### src/rtl/ysyx_22050710_if_fetch_ctrl_pkg.sv
// Shared constants and FSM encoding for the IF fetch sequencer.
package ysyx_22050710_if_fetch_ctrl_pkg;
    localparam int          FS_PC_WD        = 64;
    localparam int          FS_INST_WD      = 32;
    localparam int          FS_SRAM_ADDR_WD = 32;
    localparam logic [63:0] FS_PC_RESETVAL  = 64'h8000_0000;

    typedef enum logic [1:0] {
        S_BOOT = 2'd0,
        S_REQ  = 2'd1,
        S_WAIT = 2'd2
    } fs_state_e;
endpackage

### src/rtl/ysyx_22050710_if_skidbuf.sv
// One-entry {pc, inst} holding slot used when the IF output register is stalled.
module ysyx_22050710_if_skidbuf
    import ysyx_22050710_if_fetch_ctrl_pkg::*;
#(
    parameter int PC_WD   = FS_PC_WD,
    parameter int INST_WD = FS_INST_WD
) (
    input  logic               i_clk,
    input  logic               i_rst_n,
    input  logic               i_push,
    input  logic               i_pop,
    input  logic               i_flush,
    input  logic [PC_WD-1:0]   i_pc,
    input  logic [INST_WD-1:0] i_inst,
    output logic               o_valid,
    output logic [PC_WD-1:0]   o_pc,
    output logic [INST_WD-1:0] o_inst
);
    logic               valid_q, valid_d;
    logic [PC_WD-1:0]   pc_q, pc_d;
    logic [INST_WD-1:0] inst_q, inst_d;

    always_comb begin
        valid_d = valid_q;
        pc_d    = pc_q;
        inst_d  = inst_q;
        if (i_flush) begin
            valid_d = 1'b0;
        end else if (i_push) begin
            valid_d = 1'b1;
            pc_d    = i_pc;
            inst_d  = i_inst;
        end else if (i_pop) begin
            valid_d = 1'b0;
        end
    end

    always_ff @(posedge i_clk or negedge i_rst_n) begin
        if (!i_rst_n) begin
            valid_q <= 1'b0;
            pc_q    <= '0;
            inst_q  <= '0;
        end else begin
            valid_q <= valid_d;
            pc_q    <= pc_d;
            inst_q  <= inst_d;
        end
    end

    assign o_valid = valid_q;
    assign o_pc    = pc_q;
    assign o_inst  = inst_q;
endmodule

### src/rtl/ysyx_22050710_if_fetch_ctrl.sv
// Fetch sequencer: drives PC load and the instruction SRAM handshake, tracks
// redirects across an outstanding fetch, and hands instructions to ID.
module ysyx_22050710_if_fetch_ctrl
    import ysyx_22050710_if_fetch_ctrl_pkg::*;
#(
    parameter int               PC_WD        = FS_PC_WD,
    parameter logic [PC_WD-1:0] PC_RESETVAL  = PC_WD'(FS_PC_RESETVAL),
    parameter int               SRAM_ADDR_WD = FS_SRAM_ADDR_WD,
    parameter int               INST_WD      = FS_INST_WD
) (
    input  logic                    i_clk,
    input  logic                    i_rst_n,
    input  logic [PC_WD-1:0]        i_dnpc,
    input  logic                    i_br_taken,
    input  logic [PC_WD-1:0]        i_br_target,
    output logic                    o_pc_load,
    output logic                    o_pc_br_taken,
    output logic [PC_WD-1:0]        o_pc_br_target,
    output logic                    o_mem_req,
    output logic [SRAM_ADDR_WD-1:0] o_mem_addr,
    input  logic                    i_mem_addr_ok,
    input  logic                    i_mem_data_ok,
    input  logic [INST_WD-1:0]      i_mem_rdata,
    output logic                    o_fs_valid,
    output logic [PC_WD-1:0]        o_fs_pc,
    output logic [INST_WD-1:0]      o_fs_inst,
    input  logic                    i_ds_allowin
);
    fs_state_e          state_q, state_d;
    logic               redir_pend_q, redir_pend_d;
    logic [PC_WD-1:0]   redir_tgt_q, redir_tgt_d;
    logic               cancel_q, cancel_d;
    logic               first_q, first_d;
    logic [PC_WD-1:0]   req_pc_q, req_pc_d;
    logic               fs_valid_q, fs_valid_d;
    logic [PC_WD-1:0]   fs_pc_q, fs_pc_d;
    logic [INST_WD-1:0] fs_inst_q, fs_inst_d;

    logic               skid_valid, skid_push, skid_pop;
    logic [PC_WD-1:0]   skid_pc;
    logic [INST_WD-1:0] skid_inst;

    logic               eff_taken, accept, deliver, out_free;
    logic [PC_WD-1:0]   eff_target, fetch_addr;

    assign eff_taken  = i_br_taken | redir_pend_q;
    assign eff_target = i_br_taken ? i_br_target : redir_tgt_q;
    assign fetch_addr = first_q ? PC_RESETVAL : (eff_taken ? eff_target : i_dnpc);
    assign o_mem_req  = (state_q == S_REQ) && !skid_valid;
    assign accept     = o_mem_req && i_mem_addr_ok;
    // A response arriving alongside a redirect is already stale.
    assign deliver    = (state_q == S_WAIT) && i_mem_data_ok && !cancel_q && !i_br_taken;
    assign out_free   = !fs_valid_q || i_ds_allowin;

    always_comb begin
        state_d      = state_q;
        redir_pend_d = redir_pend_q;
        redir_tgt_d  = redir_tgt_q;
        cancel_d     = cancel_q;
        first_d      = first_q;
        req_pc_d     = req_pc_q;
        case (state_q)
            S_BOOT:  state_d = S_REQ;
            S_REQ:   if (accept) state_d = S_WAIT;
            S_WAIT:  if (i_mem_data_ok) state_d = S_REQ;
            default: state_d = S_BOOT;
        endcase
        // Acceptance consumes the pending redirect; a coincident redirect only
        // cancels the response of the request it rode on.
        if (accept) begin
            req_pc_d     = fetch_addr;
            redir_pend_d = 1'b0;
            first_d      = 1'b0;
            if (i_br_taken) cancel_d = 1'b1;
        end else if (i_br_taken) begin
            redir_pend_d = 1'b1;
            redir_tgt_d  = i_br_target;
        end
        if (state_q == S_WAIT) begin
            if (i_mem_data_ok)   cancel_d = 1'b0;
            else if (i_br_taken) cancel_d = 1'b1;
        end
    end

    always_comb begin
        fs_valid_d = fs_valid_q;
        fs_pc_d    = fs_pc_q;
        fs_inst_d  = fs_inst_q;
        skid_push  = 1'b0;
        skid_pop   = 1'b0;
        if (i_br_taken) begin
            fs_valid_d = 1'b0;
        end else if (out_free) begin
            if (skid_valid) begin
                skid_pop   = 1'b1;
                fs_valid_d = 1'b1;
                fs_pc_d    = skid_pc;
                fs_inst_d  = skid_inst;
            end else if (deliver) begin
                fs_valid_d = 1'b1;
                fs_pc_d    = req_pc_q;
                fs_inst_d  = i_mem_rdata;
            end else begin
                fs_valid_d = 1'b0;
            end
        end else if (deliver) begin
            skid_push = 1'b1;
        end
    end

    always_ff @(posedge i_clk or negedge i_rst_n) begin
        if (!i_rst_n) begin
            state_q      <= S_BOOT;
            redir_pend_q <= 1'b0;
            redir_tgt_q  <= '0;
            cancel_q     <= 1'b0;
            first_q      <= 1'b1;
            req_pc_q     <= '0;
            fs_valid_q   <= 1'b0;
            fs_pc_q      <= '0;
            fs_inst_q    <= '0;
        end else begin
            state_q      <= state_d;
            redir_pend_q <= redir_pend_d;
            redir_tgt_q  <= redir_tgt_d;
            cancel_q     <= cancel_d;
            first_q      <= first_d;
            req_pc_q     <= req_pc_d;
            fs_valid_q   <= fs_valid_d;
            fs_pc_q      <= fs_pc_d;
            fs_inst_q    <= fs_inst_d;
        end
    end

    ysyx_22050710_if_skidbuf #(
        .PC_WD   (PC_WD),
        .INST_WD (INST_WD)
    ) u_skid (
        .i_clk   (i_clk),
        .i_rst_n (i_rst_n),
        .i_push  (skid_push),
        .i_pop   (skid_pop),
        .i_flush (i_br_taken),
        .i_pc    (req_pc_q),
        .i_inst  (i_mem_rdata),
        .o_valid (skid_valid),
        .o_pc    (skid_pc),
        .o_inst  (skid_inst)
    );

    assign o_pc_load      = accept;
    assign o_pc_br_taken  = eff_taken;
    assign o_pc_br_target = eff_target;
    // BOOT masks the address so every output reads zero while held in reset.
    assign o_mem_addr     = (state_q == S_BOOT) ? '0 : fetch_addr[SRAM_ADDR_WD-1:0];
    assign o_fs_valid     = fs_valid_q;
    assign o_fs_pc        = fs_pc_q;
    assign o_fs_inst      = fs_inst_q;

    a_data_ok_only_in_wait: assert property (@(posedge i_clk) disable iff (!i_rst_n)
        i_mem_data_ok |-> (state_q == S_WAIT));
endmodule

### config.mk
export PLATFORM = sky130hd
export DESIGN_NAME = ysyx_22050710_if_fetch_ctrl
export DESIGN_NICKNAME = d
export VERILOG_FILES = /design/src/rtl/ysyx_22050710_if_fetch_ctrl_pkg.sv /design/src/rtl/ysyx_22050710_if_skidbuf.sv /design/src/rtl/ysyx_22050710_if_fetch_ctrl.sv
export SDC_FILE = /design/constraint.sdc
export NUM_CORES = 1
export LEC_CHECK = 0
export ABC_AREA = 1
export CORE_MARGIN = 4
export CORE_UTILIZATION = 46
export CTS_CLUSTER_SIZE = 20
export DETAILED_ROUTE_END_ITERATION = 8
export GPL_TIMING_DRIVEN = 1
export PLACE_DENSITY = 0.77
export SKIP_LAST_GASP = 1
export SYNTH_ARGS = -nofsm -noshare
export SYNTH_HDL_FRONTEND = slang
export SYNTH_SLANG_ARGS = --single-unit
### constraint.sdc
create_clock -name i_clk -period 1.5 [get_ports i_clk]
set_input_delay 0.3 -clock i_clk [delete_from_list [all_inputs] [get_ports i_clk]]
set_output_delay 0.3 -clock i_clk [all_outputs]
set_load 0.05 [all_outputs]
==> flow_summary.json, run 1 <==
{
  "synthMuxAreaShare_pct": 0,
  "cts.sinks": 327,
  "area_growth_pct": 98.4,
  "maxCapViolations": 0,
  "synth-compound-area-share_pct": 6.72,
  "yosysWarnings": 0,
  "fin_nets": 2957,
  "drive_gt1_share_pct": 47.8,
  "dr.pass1.iters": 6,
  "ir_worst_vdd_v": 0.00175,
  "p_leak_nw": 15.2,
  "synth_xor_xnor_area_share_pct": 0,
  "synthesis.area_um2": 15800,
  "synth-simple-area-share_pct": 34.5,
  "antenna_found_initial": 7,
  "required_ns": 1.20,
  "crit_path_start_kind": "register",
  "powerDensity_nw_per_um2": 1970,
  "setup_violations": 429,
  "die_w_um": 193,
  "ys_ff_latch": 327,
  "drt_iter0_markers": 3048,
  "fin_crit_ns": 2.31,
  "dp_slack_ns": -0.271,
  "clockRootBuffer": "clkbuf_16",
  "hp-class": "primary input to asynchronous set/reset pin",
  "num_rows": 67,
  "fin_total_pwr_mw": 61.7,
  "violations": "setup timing",
  "grt_pass1_vias": 18400,
  "h-tree-depth": 2,
  "ys_types": 21,
  "max_freq_mhz": 433,
  "dieArea_um2": 37300,
  "portBuffers": 361,
  "via_count": 21900,
  "via_per_inst": 6.70,
  "setup_slack_ns": -0.809,
  "clock_latency_ns": 0.54,
  "hold_violations": 0,
  "r2r-start": "state_q[1]",
  "synth_top_family_by_area": "simple AND/OR/NAND/NOR gates",
  "cp.arrival_ns": 2.01,
  "ant_nets": 0,
  "rr_worst_depth": 9,
  "finalNonFillerCells": 3272,
  "cp_max_fo": 16,
  "syn_inst": 2141,
  "ioPinCount": 362,
  "dp_hpwl_um": 37000,
  "outcome": "finished, violations left",
  "core_um2": 33700,
  "whs_ns": 0.261,
  "slew_headroom_pct": 60.1,
  "critical_path_class": "register to primary output",
  "cts_max_path_buffers": 3,
  "synth.yosys.seq_area_share_pct": 51.9,
  "drc": 0,
  "worstReg2RegEnd": "redir_tgt_q[45]",
  "rsz0062_at_grt": "yes",
  "die_y_um": 193,
  "place.gp.congestion": 0.929,
  "wl_um": 103000,
  "wire_per_inst_um": 31.5,
  "tightest_slew_ns": 0.598,
  "grt_use_total_pct": 34.1,
  "post-place-cells": 2990,
  "cts_tree": "built",
  "syn_nets": 2307,
  "synthAdderAreaFrac_pct": 0,
  "grt_first_pass_wirelength_um": 103000,
  "reg2reg_slack_ns": -0.78,
  "cts_made_buffers": 37,
  "crit_path_end_kind": "primary output",
  "fin_crit_sh_pct": 154,
  "cts.clk_slew.worst_paths_ns": 0.07,
  "grt.overflow.total": 0,
  "synth.avg_cell_area_um2": 7.37,
  "drv_slew": 0,
  "start_util_pct": 46.8,
  "skew_ns": 0.0249,
  "grt_max_degree": 72
}
-- how the worst max path moves through the flow --
stage	start	end	slack [ns]	depth (start not counted)
after detailed placement	i_br_target[9]	o_mem_addr[9]	-0.27	6
after CTS	redir_pend_q	o_mem_addr[9]	-0.68	7
final	redir_pend_q	o_mem_addr[0]	-0.81	7
after global routing	redir_pend_q	o_mem_addr[25]	-0.85	7
after global placement	i_br_taken	o_mem_addr[8]	-0.23	8
after floorplan	i_br_taken	o_mem_addr[31]	-0.19	5
-- cell usage in the layout, fill, tap and decap left out, types with 32 or more instances in the layout --
cell / Yosys / final
nand2_1: 1095 / 719
dfrtp_1: 326 / 323
buf_12: 0 / 236
nand2_2: 4 / 220
buf_4: 12 / 211
clkdlybuf4s50_1: 0 / 163
nand2_4: 0 / 155
nand3_1: 223 / 130
nand3_2: 1 / 79
clkbuf_16: 0 / 78
o21ai_4: 0 / 63
inv_1: 102 / 62
o21ai_2: 0 / 46
buf_6: 3 / 45
inv_2: 3 / 39
nor2_4: 2 / 39
buf_16: 0 / 32
-- synthesized netlist by cell type, drive strengths merged --
library cell  count  area [um2]
o22ai             1        6.26
o211ai           31         233
o21ai           130         651
inv             105         394
nor2             43         189
nand3           224        1130
buf              73         412
a21oi            34         170
dfstp             1        26.3
clkbuf           74         278
dfrtp           326        8160
nand2          1099        4140
-- repair_timing --
item | in CTS | in global routing
setup buffers | 70 | 76
hold buffers | 1 | 0
cloned | 33 | 53
pin swaps | 83 | 163
hold endpoints to repair | 28 | 0
gates resized for setup | 292 | 783
setup endpoints to repair | 303 | 425
-- registers in the layout (all words and copies together) (netlist names), named ones only --
signal	count
redir_pend_q	1
u_skid.o_inst	32
o_fs_valid	1
u_skid.o_valid	1
first_q	1
state_q	2
redir_tgt_q	64
o_fs_inst	32
u_skid.o_pc	64
o_fs_pc	64
req_pc_q	64
-- worst max-delay path, stage by stage (launching register included) --
cell and delay [ns]:
dfrtp_1 0.37, nor2_4 0.06, buf_4 0.15, buf_12 0.17
a21oi_2 0.29, nand2_1 0.17, nor2_4 0.11, buf_6 0.16
-- where the power goes --
part	switching, mW	leakage (nW)	internal [mW]
logic	21.5	10.3	15.7
registers	3.82	4.31	11.5
clock network	4.05	0.569	5.08
-- metal layers --
layer / share of wire [%] / up-vias / GRT usage (%)
met1: 30 / 10400 / 42.1
met5: 0.15 / - / 0
met3: 15 / 1047 / 7.76
met4: 12 / 8 / 18.2
li1: - / 8054 / -
met2: 43 / 2435 / 56.0
-- cell families (layout without fill, tap and decap cells) --
family / count (synthesis) / count (layout)
AO/OA/AOI/OAI: 196 / 196
flip-flops: 327 / 327
other: 0 / 6
buffers and inverters: 252 / 927
AND/OR/NAND/NOR: 1366 / 1368
-- area by class of cell --
cell class	instances	area (um2)
Tap cell	448	561
Inverter	105	418
Sequential cell	327	8190
Antenna cell	6	15.0
Clock inverter	9	61.3
Multi-Input combinational cell	1564	10200
Fill cell	994	2390
Timing Repair Buffer	756	10800
Clock buffer	57	1100
-- per-stage QoR --
step                instance area [um2]  setup TNS [ns]  util [%]
floorplan                         16400          -23.00         -
global placement                  23300          -47.18      69.0
detailed placement                23300          -53.78      69.0
CTS                               27000         -110.25      80.2
global route                      31300         -149.38      92.9
finish                            31300         -140.25      92.9
Note: power is estimated with default switching activity, not from simulation.
==> run 2, diff against run 1 <==
- HOLD_SLACK_MARGIN: default -> 0.02
==> results of run 2 <==
The final DEF is identical to that of run 1; final timing and power are the same.
